File: src/rtl/sdiv_seq_ctrl.sv
// Multicycle 32-bit signed divider: one non-restoring iteration per clock behind a start/done handshake.
// Optional SDIV_EARLY_EXIT_EN: short-circuit when |dividend| < |divisor|.
`timescale 1ns/1ps
module sdiv_seq_ctrl (
   input  logic        clk,
   input  logic        rst_n,
   input  logic        start,
   input  logic [31:0] dividend,
   input  logic [31:0] divisor,
   output logic        busy,
   output logic        done,
   output logic [31:0] quotient,
   output logic [31:0] remainder,
   output logic        div_by_zero
);

   localparam int DATA_W = 32;

   typedef enum logic [2:0] {IDLE, LOAD, ITER, FIX, SIGN, DONE} state_t;

   function automatic logic [DATA_W-1:0] f_neg(input logic [DATA_W-1:0] v);
      return ~v + DATA_W'(1);
   endfunction

   function automatic logic [DATA_W-1:0] f_abs(input logic signed [DATA_W-1:0] v);
      return v[DATA_W-1] ? f_neg(v) : v;
   endfunction

   state_t                     state_q, state_d;
   logic        [DATA_W-1:0]   dvd_q, dvd_d;
   logic        [DATA_W-1:0]   dvs_q, dvs_d;
   logic                       sq_q, sq_d;
   logic                       sr_q, sr_d;
   logic signed [DATA_W:0]     p_q, p_d;
   logic        [DATA_W-1:0]   q_q, q_d;
   logic        [DATA_W-1:0]   m_q, m_d;
   logic        [4:0]          cnt_q, cnt_d;
   logic        [DATA_W-1:0]   quo_q, quo_d;
   logic        [DATA_W-1:0]   rem_q, rem_d;
   logic                       dbz_q, dbz_d;

   logic        [DATA_W-1:0]   mag_dvd, mag_dvs;
   logic signed [DATA_W:0]     d_ext, p_sh, p_step;

   assign mag_dvd = f_abs(dvd_q);
   assign mag_dvs = f_abs(dvs_q);
   assign d_ext   = $signed({1'b0, m_q});
   // Non-restoring step: the sign of P before the shift picks add or subtract.
   assign p_sh    = $signed({p_q[DATA_W-1:0], q_q[DATA_W-1]});
   assign p_step  = p_q[DATA_W] ? (p_sh + d_ext) : (p_sh - d_ext);

   always_ff @(posedge clk or negedge rst_n) begin
      if (!rst_n) begin
         state_q <= IDLE;
         dvd_q   <= '0;
         dvs_q   <= '0;
         sq_q    <= 1'b0;
         sr_q    <= 1'b0;
         p_q     <= '0;
         q_q     <= '0;
         m_q     <= '0;
         cnt_q   <= '0;
         quo_q   <= '0;
         rem_q   <= '0;
         dbz_q   <= 1'b0;
      end else begin
         state_q <= state_d;
         dvd_q   <= dvd_d;
         dvs_q   <= dvs_d;
         sq_q    <= sq_d;
         sr_q    <= sr_d;
         p_q     <= p_d;
         q_q     <= q_d;
         m_q     <= m_d;
         cnt_q   <= cnt_d;
         quo_q   <= quo_d;
         rem_q   <= rem_d;
         dbz_q   <= dbz_d;
      end
   end

   always_comb begin
      state_d = state_q;
      dvd_d   = dvd_q;
      dvs_d   = dvs_q;
      sq_d    = sq_q;
      sr_d    = sr_q;
      p_d     = p_q;
      q_d     = q_q;
      m_d     = m_q;
      cnt_d   = cnt_q;
      quo_d   = quo_q;
      rem_d   = rem_q;
      dbz_d   = dbz_q;
      unique case (state_q)
         IDLE: begin
            if (start) begin
               dvd_d   = dividend;
               dvs_d   = divisor;
               sq_d    = dividend[DATA_W-1] ^ divisor[DATA_W-1];
               sr_d    = dividend[DATA_W-1];
               dbz_d   = 1'b0;
               state_d = LOAD;
            end
         end
         LOAD: begin
            m_d = mag_dvs;
            // Short paths preload Q/P so SIGN rebuilds remainder = dividend unchanged.
            if (dvs_q == '0) begin
               q_d     = '1;
               sq_d    = 1'b0;
               p_d     = $signed({1'b0, mag_dvd});
               dbz_d   = 1'b1;
               state_d = SIGN;
            end
`ifdef SDIV_EARLY_EXIT_EN
            else if (mag_dvd < mag_dvs) begin
               q_d     = '0;
               sq_d    = 1'b0;
               p_d     = $signed({1'b0, mag_dvd});
               state_d = SIGN;
            end
`endif
            else begin
               q_d     = mag_dvd;
               p_d     = '0;
               cnt_d   = '0;
               state_d = ITER;
            end
         end
         ITER: begin
            p_d   = p_step;
            q_d   = {q_q[DATA_W-2:0], ~p_step[DATA_W]};
            cnt_d = cnt_q + 5'd1;
            if (cnt_q == 5'd31) state_d = FIX;
         end
         FIX: begin
            if (p_q[DATA_W]) p_d = p_q + d_ext;
            state_d = SIGN;
         end
         SIGN: begin
            quo_d   = sq_q ? f_neg(q_q) : q_q;
            rem_d   = sr_q ? f_neg(p_q[DATA_W-1:0]) : p_q[DATA_W-1:0];
            state_d = DONE;
         end
         DONE: begin
            state_d = IDLE;
         end
         default: state_d = IDLE;
      endcase
   end

   assign busy        = (state_q != IDLE);
   assign done        = (state_q == DONE);
   assign quotient    = quo_q;
   assign remainder   = rem_q;
   assign div_by_zero = dbz_q;

endmodule

File: config.mk
export PLATFORM = sky130hd
export DESIGN_NAME = sdiv_seq_ctrl
export DESIGN_NICKNAME = d
export VERILOG_FILES = /design/src/rtl/sdiv_seq_ctrl.sv
export SDC_FILE = /design/constraint.sdc
export NUM_CORES = 1
export LEC_CHECK = 0
export CAP_MARGIN = 0
export CORE_MARGIN = 5
export CORE_UTILIZATION = 30
export CTS_CLUSTER_DIAMETER = 40
export CTS_CLUSTER_SIZE = 16
export DETAILED_ROUTE_END_ITERATION = 16
export PLACE_DENSITY = 0.46
export SLEW_MARGIN = 20
export SYNTH_ARGS = -nofsm -noshare
export SYNTH_HDL_FRONTEND = slang
export SYNTH_SLANG_ARGS = --single-unit
File: constraint.sdc
create_clock -name clk -period 5.8 [get_ports clk]
set_input_delay 1.16 -clock clk [delete_from_list [all_inputs] [get_ports clk]]
set_output_delay 1.16 -clock clk [all_outputs]
set_load 0.01 [all_outputs]
; Yosys cells after proc, flatten, opt, wreduce, memory -nomap -nowiden
; Index checks and enable logic that the tools add are counted.
[word_totals]
romBits = 0
regBits = 236
latchBits = 0
ram_bits = 0
in_bits = 67
out_inout_bits = 67
mem_count = 0
[op_classes]
multipliers = 0
n_addsub = 8
shifts = 0
muxes = 22
n_lt_le_gt_ge = 0
eq_ne = 11
div = 0
reduce_logical = 11
bitwise_logic = 6
[ops]
columns = operator, n
row1 = $mux W32, 6
row2 = $add A32 B1 Y32 const B, 4
row3 = $not A32 Y32, 4
row4 = $pmux W33 S3, 1
row5 = $add A33 B33 Y33, 2
row6 = $mux W33, 2
row7 = $pmux W32 S2, 1
row8 = $sub A33 B33 Y33, 1
row9 = $logic_not A32 Y1, 1
row10 = $pmux W3 S5, 1
row11 = $ne A2 B2 Y1 const B, 5
row12 = $pmux W5 S2, 1
row13 = $mux W3, 3
row14 = $reduce_and A2 Y1, 4
row15 = $eq A3 B2 Y1 const B, 2
row16 = $eq A3 B3 Y1 const B, 2
row17 = $reduce_bool A3 Y1, 2
row18 = $add A5 B1 Y5 const B, 1
row19 = $eq A5 B5 Y1 const B, 1
row20 = $mux W5, 1
row21 = $mux W1, 4
row22 = $pmux W1 S2, 2
row23 = $reduce_bool A2 Y1, 2
row24 = $eq A3 B1 Y1 const B, 1
row25 = 4 further kinds, 4

; Depth between registers and ports, before layout
; Gate-level depths: netlist (run 1).
[depth]
ltp_word = 5
depth_mapped = 19
depth_no_buf = 18

; Least setup slack after synthesis (run 1)
; OpenSTA, ideal clock, no wires.
[synth_timing]
path_type = reg-to-reg
startpoint = register m_q[1]
endpoint = register p_q[29]
arrival_ns = 4.272
slack_ns = 1.402
setup_time_ns = 0.126
path_stages_with_launch = 18
cell_sequence = dfrtp_1 -> or4_1 -> nor3b_1 -> and2_1 -> nand2_1 -> nor3_1 -> a21oi_1 -> xor2_1 -> ha_1 -> clkbuf_1 -> and3_1 -> clkbuf_1 -> nand3_1 -> or4b_2 -> o311ai_0 -> xor2_1 -> a221oi_1 -> nor2_1
[synth_via]
elab_chain_len = 3
elab_cells_between_ends = 6
[synth_rtl]
columns = element, line_no
row1 = start: declaration, 36  ; logic [DATA_W-1:0] m_q, m_d;
row2 = start signal: assignment, 74  ; m_q <= m_d;
row3 = $add A33 B33 Y33 (tied with other cells), 138  ; if (p_q[DATA_W]) p_d = p_q + d_ext;
row4 = $mux W33 (on tied branches), "138, 50"
row5 = $pmux W33 S3 (*), 95  ; unique case (state_q)
row6 = end signal: assignment, 72  ; p_q <= p_d;
row7 = end: declaration, 34  ; logic signed [DATA_W:0] p_q, p_d;
; Mark *: on every way between the ends. The rest lies on a longest branch, timed or not. The select of a mux whose other input is x is not followed.
; A chain may end at the register's enable or synchronous reset.

; Final worst setup path (run 1)
; Same ends and word-level chain as after synthesis.

==> impl_metrics.csv, run 1 <==
group,metric,value,unit
status,status,"complete, no violations",
route,wire_per_inst,20.0,um
floorplanning,start_util,30.4,%
route,viasPerCell,5.24,
synth,synth.distinct_cells,71,
timing,relSlewSlack,29.0,%
route,drt_first_pass_iters,5,
floorplanning,die_area,57000,um2
worst_setup_path,crit_chain,"or4_1 -> nor3b_1 -> and2_1 -> nand2_1 -> nor3_1 -> a21oi_1 -> xor2_1 -> ha_1 -> and3_1 -> nand3_1 -> or4b_2 -> o311ai_0 -> xor2_1 -> a221oi_1 -> nor2_1",
cts,post_cts_buffers,0,
timing,finalSetupViolCount,0,
cts,clock_latency,0.60,ns
synth,synth_flop_cell,"dfrtp_1",
synth,synthMuxAreaShare,4.97,%
worst_setup_path,crit_top_cell,"xor2_1",
timing,finalCriticalPeriod,4.98,ns
route,route.antenna.remaining_nets,0,
synth,synthAdderAreaFrac,5.91,%
cts,hold_buffers,0,
synth,synthSimpleGateAreaFrac,16.1,%
cts,cts_buffers,51,
floorplanning,rows,83,
place,hpwl,40.3,mm
place,post-place-ws,0.830,ns
place,io_buffer_count,133,
floorplanning,die_x,239,um
synth,synth_seq_cells,235,
power,leakage,7.99,nW
synth,synth_edf_count,0,
timing,tightestPinTransition,1.06,ns
layout,nets,2039,
worst_setup_path,worstSetupPathType,"reg2reg",
job,drv_cap,0,
global_route,grt_usage,18.2,%
timing,fin_setup_tns,0,ns
synth,synth_xor_area_share,11.5,%
worst_setup_path,critPathRequiredTime,6.27,ns
global_route,overflow,0,
place,gp_congestion,0.891,
timing,finalClockSkew,0.0302,ns
worst_setup_path,cp-start-kind,"flip-flop",
cts,clockRootBuffer,"clkbuf_16",
synth,ys_seq_area_share,37.5,%
power,vdd_ir_drop_max,0.255,mV
timing,whs,0.521,ns
power,powerDensity,759,nW/um2
synth,yosysMostFrequentCell,"dfrtp_1",
cts,path_clk_slew,0.05,ns
place,placed_area,17700,um2
global_route,grt_pass1_wl,81.4,mm
worst_setup_path,endpoint_kind,"flip-flop",
timing,finalWorstSetupSlack,0.823,ns
timing,rsz0062_at_grt,"no",
timing,drv_slew,0,
synth,synth.top_cell.area_share,37.5,%
synth,synth_top_family_by_area,"compound AO/OA/AOI/OAI gates",
route,wl,52.5,mm
floorplanning,num_io_pins,134,
timing,fmax,0.201,GHz
global_route,grt_pass1_vias,13384,
cts,cts_resized,0,
worst_setup_path,critical_path.max_stage_delay,0.62,ns
synth,async_flop_share,100,%
synth,synth_area,15700,um2
worst_setup_path,cp_slowest_cell,"or4b_2",
synth,yosysTopAreaCell,"dfrtp_1",
cts,htreeDepth,2,
route,drc,0,
cts,clk_path_buf_depth,3,
layout,utilization,37.7,%
route,num_vias,13726,
synth,syn_inst,1781,
layout,synthToLayoutAreaGrowth,24.1,%
cts,clock_sinks,235,
layout,design_area,19500,um2
synth,synth.top_cells.by_area,"dfrtp_1 (37%), xor2_1 (7.5%), ha_1 (5.7%)",
synth,synth_nets,1921,
layout,antennaDiodeCount,0,
synth,yosysWarnings,0,
timing,hold_violations,0,
worst_setup_path,critical_path_arrival,5.44,ns
synth,synthTopCellsByCount,"dfrtp_1 (235), nand2_1 (179), nor2_1 (176), a21oi_1 (158), o21ai_0 (148)",
layout,layout-drive-gt1-share,10.3,%
timing,finalCritPeriodShare,85.8,%
floorplanning,die_y,239,um
floorplanning,core-area,51600,um2
hold_path,min_path_type,"reg2reg",
cts,cts_tree,"done",
global_route,grt_max_degree,93,
route,drtIter0Drc,922,
worst_setup_path,crit_fanout,8,
synth,synth_compound_area_share,21.1,%
synth,synth.avg_cell_area,8.81,um2
global_route,antenna_found_initial,0,
==> per-stage QoR <==
stage / power (mW) / cells
floorplan: 9.02 / 1781
global placement: 11.8 / 2526
detailed placement: 11.8 / 2526
CTS: 14.9 / 2618
global route: 16.0 / 2618
finish: 14.8 / 2618
==> state kept, by name, indices dropped and copies added, names as in the netlist <==
signal       count
div_by_zero      1
sq_q             1
p_q             33
m_q             32
cnt_q            5
dvd_q           32
dvs_q           32
remainder       32
quotient        32
q_q             32
state_q          3
==> cell families (layout without fill, tap and decap cells) <==
family,Yosys count,in the layout
xor gates and xnor gates,206,206
AOI/OAI and AO/OA,531,531
DFF,235,235
adders and majority gates,73,73
muxes,70,70
and+or+nand+nor,544,544
buffers and inverters,122,279
==> critical path, delay by kind of cell, from the launching register on <==
| family | cells | cell delay (ns) |
|---|---|---|
| simple gates | 9 | 3.13 |
| flops | 1 | 0.45 |
| xor+xnor | 2 | 0.28 |
| fa+ha+maj | 1 | 0.43 |
| compound gates | 3 | 0.56 |
==> cells in the final DEF, fill, tap and decap left out, types with 15 or more instances in the layout <==
cell type	n
clkdlybuf4s50_1	132
a21o_1	26
nor3_1	25
o41ai_1	22
dfrtp_1	234
clkbuf_16	51
buf_4	20
nor4_1	21
o22ai_1	20
inv_1	34
xor2_1	135
o31ai_1	47
nor2_1	174
ha_1	71
or4_1	20
a21oi_1	158
nand2_1	179
mux2_2	64
a31oi_1	15
a221oi_1	17
nand2b_1	17
o21ai_0	148
nand3_1	28
xnor2_1	71
==> power breakdown <==
group          switching (mW)  internal [mW]  leakage [nW]
clock network           0.995           1.93         0.838
registers                1.26           2.46          2.80
logic                    4.71           3.44          4.35
total                    6.97           7.82          7.99
==> final cells by class <==
class	count	area, um2
clock buffer	64	1400
clock inverter	28	344
fill	5210	32100
inverter	34	128
multi-input combinational	1424	9390
sequential	235	5880
tap	680	851
timing repair buffer	153	1490
==> metal layers <==
metal | vias to the layer above | track usage [%] | share of wire [%]
met5 | - | 0 | 0
met4 | 0 | 4.90 | 2.5
met3 | 80 | 3.55 | 5.9
met2 | 349 | 27.3 | 43
met1 | 6566 | 26.6 | 48
li1 | 6731 | - | -
==> worst paths after layout <==
path | start | end | slack [ns] | cells past startpoint
worst max-delay path | m_q[1] | p_q[29] | 0.82 | 15
worst min-delay path | quotient[21] | quotient[21] | 0.52 | 2
worst max register to register | m_q[1] | p_q[29] | 0.82 | 15
worst min register to register | quotient[21] | quotient[21] | 0.52 | 2
max in group asynchronous | rst_n | remainder[28] | 3.99 | 2
min in group asynchronous | rst_n | div_by_zero | 0.58 | 1
No activity file was read; power rests on OpenSTA's default activity.
==> run 2, diff against run 1 <==
--- a/config.mk
+++ b/config.mk
@@ -5,13 +5,13 @@
 export SDC_FILE = /design/constraint.sdc
 export NUM_CORES = 1
 export LEC_CHECK = 0
+export ABC_CLOCK_PERIOD_IN_PS = 5800
 export CAP_MARGIN = 0
 export CORE_MARGIN = 5
-export CORE_UTILIZATION = 30
-export CTS_CLUSTER_DIAMETER = 40
+export CORE_UTILIZATION = 25
 export CTS_CLUSTER_SIZE = 16
 export DETAILED_ROUTE_END_ITERATION = 16
-export PLACE_DENSITY = 0.46
+export PLACE_DENSITY = 0.4
 export SLEW_MARGIN = 20
 export SYNTH_ARGS = -nofsm -noshare
 export SYNTH_HDL_FRONTEND = slang
==> impl_metrics.csv, run 2 (synthesis gave the netlist of run 1 again) <==
group,metric,value,unit
timing,tightestPinTransition,1.00,ns
layout,fillers,6593,
timing,fmax,0.208,GHz
global_route,grt_pass1_wl,83.6,mm
worst_setup_path,critical_path_arrival,5.28,ns
cts,cts_resized,0,
route,route.antenna.remaining_nets,0,
route,viasPerCell,4.89,
power,power.switching,6.85,mW
status,status,"complete, no violations",
worst_setup_path,worstSetupPathType,"reg2reg",
power,vdd_ir_drop_max,0.267,mV
route,drc,0,
worst_setup_path,cp-start-kind,"flip-flop",
layout,nets,2018,
global_route,met1_usage,23.4,%
power,clkPwrFrac,13.9,%
floorplanning,die_y,261,um
timing,finalCritPeriodShare,83.0,%
timing,finalSetupViolCount,0,
cts,clock_sinks,235,
timing,rsz0062_at_grt,"no",
route,num_vias,13381,
layout,regMostFlops,"p_q",
global_route,met3_usage,1.79,%
cts,clk_path_buf_depth,3,
worst_setup_path,endpoint_kind,"flip-flop",
cts,htreeDepth,1,
cts,clockRootBuffer,"clkbuf_16",
worst_setup_path,critPathRequiredTime,6.27,ns
floorplanning,die_area,67900,um2
place,gp_congestion,0.873,
job,drv_cap,0,
timing,finalCriticalPeriod,4.81,ns
layout,synthToLayoutAreaGrowth,20.8,%
timing,whs,0.503,ns
layout,layout_commonest_cell,"dfrtp_1",
cts,post_cts_buffers,0,
layout,layout-drive-gt1-share,8.63,%
cts,cts_buffers,31,
worst_setup_path,crit_fanout,8,
global_route,overflow,0,
global_route,grt_busiest_layer,"met2",
layout,antennaDiodeCount,0,
route,drt_first_pass_iters,6,
timing,drv_slew,0,
hold_path,min_path_type,"reg2reg",
timing,relSlewSlack,33.2,%
power,powerDensity,733,nW/um2
layout,largest_reg_flops,33,
worst_setup_path,crit_top_cell,"xor2_1",
global_route,grt_pass1_vias,13369,
route,wl,54.6,mm
timing,finalClockSkew,0.0183,ns
power,internal_power,7.05,mW
worst_setup_path,crit_chain,"or4_1 -> nor3b_1 -> buf_4 -> and2_1 -> nand2_1 -> nor3_1 -> a21oi_1 -> xor2_1 -> ha_1 -> and3_1 -> nand3_1 -> or4b_2 -> o311ai_0 -> xor2_1 -> a221oi_1 -> nor2_1",
power,leakage,7.66,nW
power,seq_power_share,26.6,%
cts,clock_latency,0.59,ns
global_route,grt_use_met2,24.3,%
cts,cts_tree,"done",
floorplanning,rows,91,
worst_setup_path,cp_slowest_cell,"or4b_2",
floorplanning,start_util,25.3,%
floorplanning,core-area,61900,um2
worst_setup_path,critical_path.max_stage_delay,0.63,ns
global_route,antenna_found_initial,0,
timing,hold_violations,0,
global_route,grt_usage,15.7,%
layout,final_cell_mix,"dfrtp_1 (233), nand2_1 (179), nor2_1 (174)",
power,swShare,49.3,%
place,hpwl,42.4,mm
global_route,grt_max_degree,116,
route,wire_per_inst,20.0,um
power,combPwrFrac,59.6,%
floorplanning,die_x,261,um
place,io_buffer_count,133,
timing,fin_setup_tns,0,ns
cts,path_clk_slew,0.06,ns
route,drtIter0Drc,898,
cts,hold_buffers,0,
floorplanning,num_io_pins,134,
-- run 2: cell count changes in the layout (fill, tap and decap cells not counted), sizes merged --
cell,previous run,this run
bufinv,5,1
clkinv,15,7
buf,21,20
clkinvlp,6,0
clkbuf,64,46
-- run 2: final timing paths --
check                            start          end  slack, ns  cells after the start
setup / recovery                m_q[1]      p_q[29]       0.99                     16
max in group asynchronous        rst_n      p_q[26]       4.22                      2
hold reg to reg            quotient[0]  quotient[0]       0.50                      1
setup reg to reg                m_q[1]      p_q[29]       0.99                     16
min in group asynchronous        rst_n     dvd_q[2]       0.52                      1
hold / removal             quotient[0]  quotient[0]       0.50                      1
-- run 2: final cells by class --
| type | instances | area, um2 | area share (%) |
|---|---|---|---|
| Clock buffer | 46 | 932 | 4.92 |
| Tap cell | 837 | 1050 | 5.52 |
| Clock inverter | 10 | 93.8 | 0.495 |
| Timing Repair Buffer | 152 | 1490 | 7.87 |
| Multi-Input combinational cell | 1424 | 9390 | 49.5 |
| Sequential cell | 235 | 5880 | 31.0 |
| Inverter | 34 | 128 | 0.673 |
-- run 2: power groups by stage --
| stage | Sequential [mW] | Combinational, mW | Clock [mW] |
|---|---|---|---|
| 3_5_place_dp | 3.72 | 8.28 | 0 |
| 2_1_floorplan | 3.28 | 5.74 | 0 |
| 4_1_cts | 3.69 | 8.32 | 2.00 |
| 3_3_place_gp | 3.70 | 8.30 | 0 |
| 5_1_grt | 3.83 | 9.20 | 2.06 |
| 6_report | 3.69 | 8.28 | 1.93 |
-- run 2: per-stage QoR --
step	total power, mW	utilization (%)	cells	cell area (um2)	setup slack (ns)
after global placement	12.0	29.0	2682	17900	1.00
after detailed placement	12.0	29.0	2682	17900	0.954
after global routing	15.1	30.6	2738	19000	0.693
after CTS	14.0	30.6	2738	19000	0.947
after floorplan	9.02	-	1781	15700	1.40
final	13.9	30.6	2738	19000	0.985
-- run 2: critical path, delay by kind of cell, from the launching register on --
family	cells	cell delay (ns)
fa+ha+maj	1	0.43
buf+inv	1	0.17
simple gates	9	2.81
compound gates	3	0.57
flops	1	0.45
xor+xnor	2	0.27
-- run 2: routing by layer --
metal / part of all wire, % / wire [um]
met2: 43 / 23700
met1: 50 / 27300
met5: 0 / 0
met3: 3.9 / 2110
met4: 2.8 / 1540
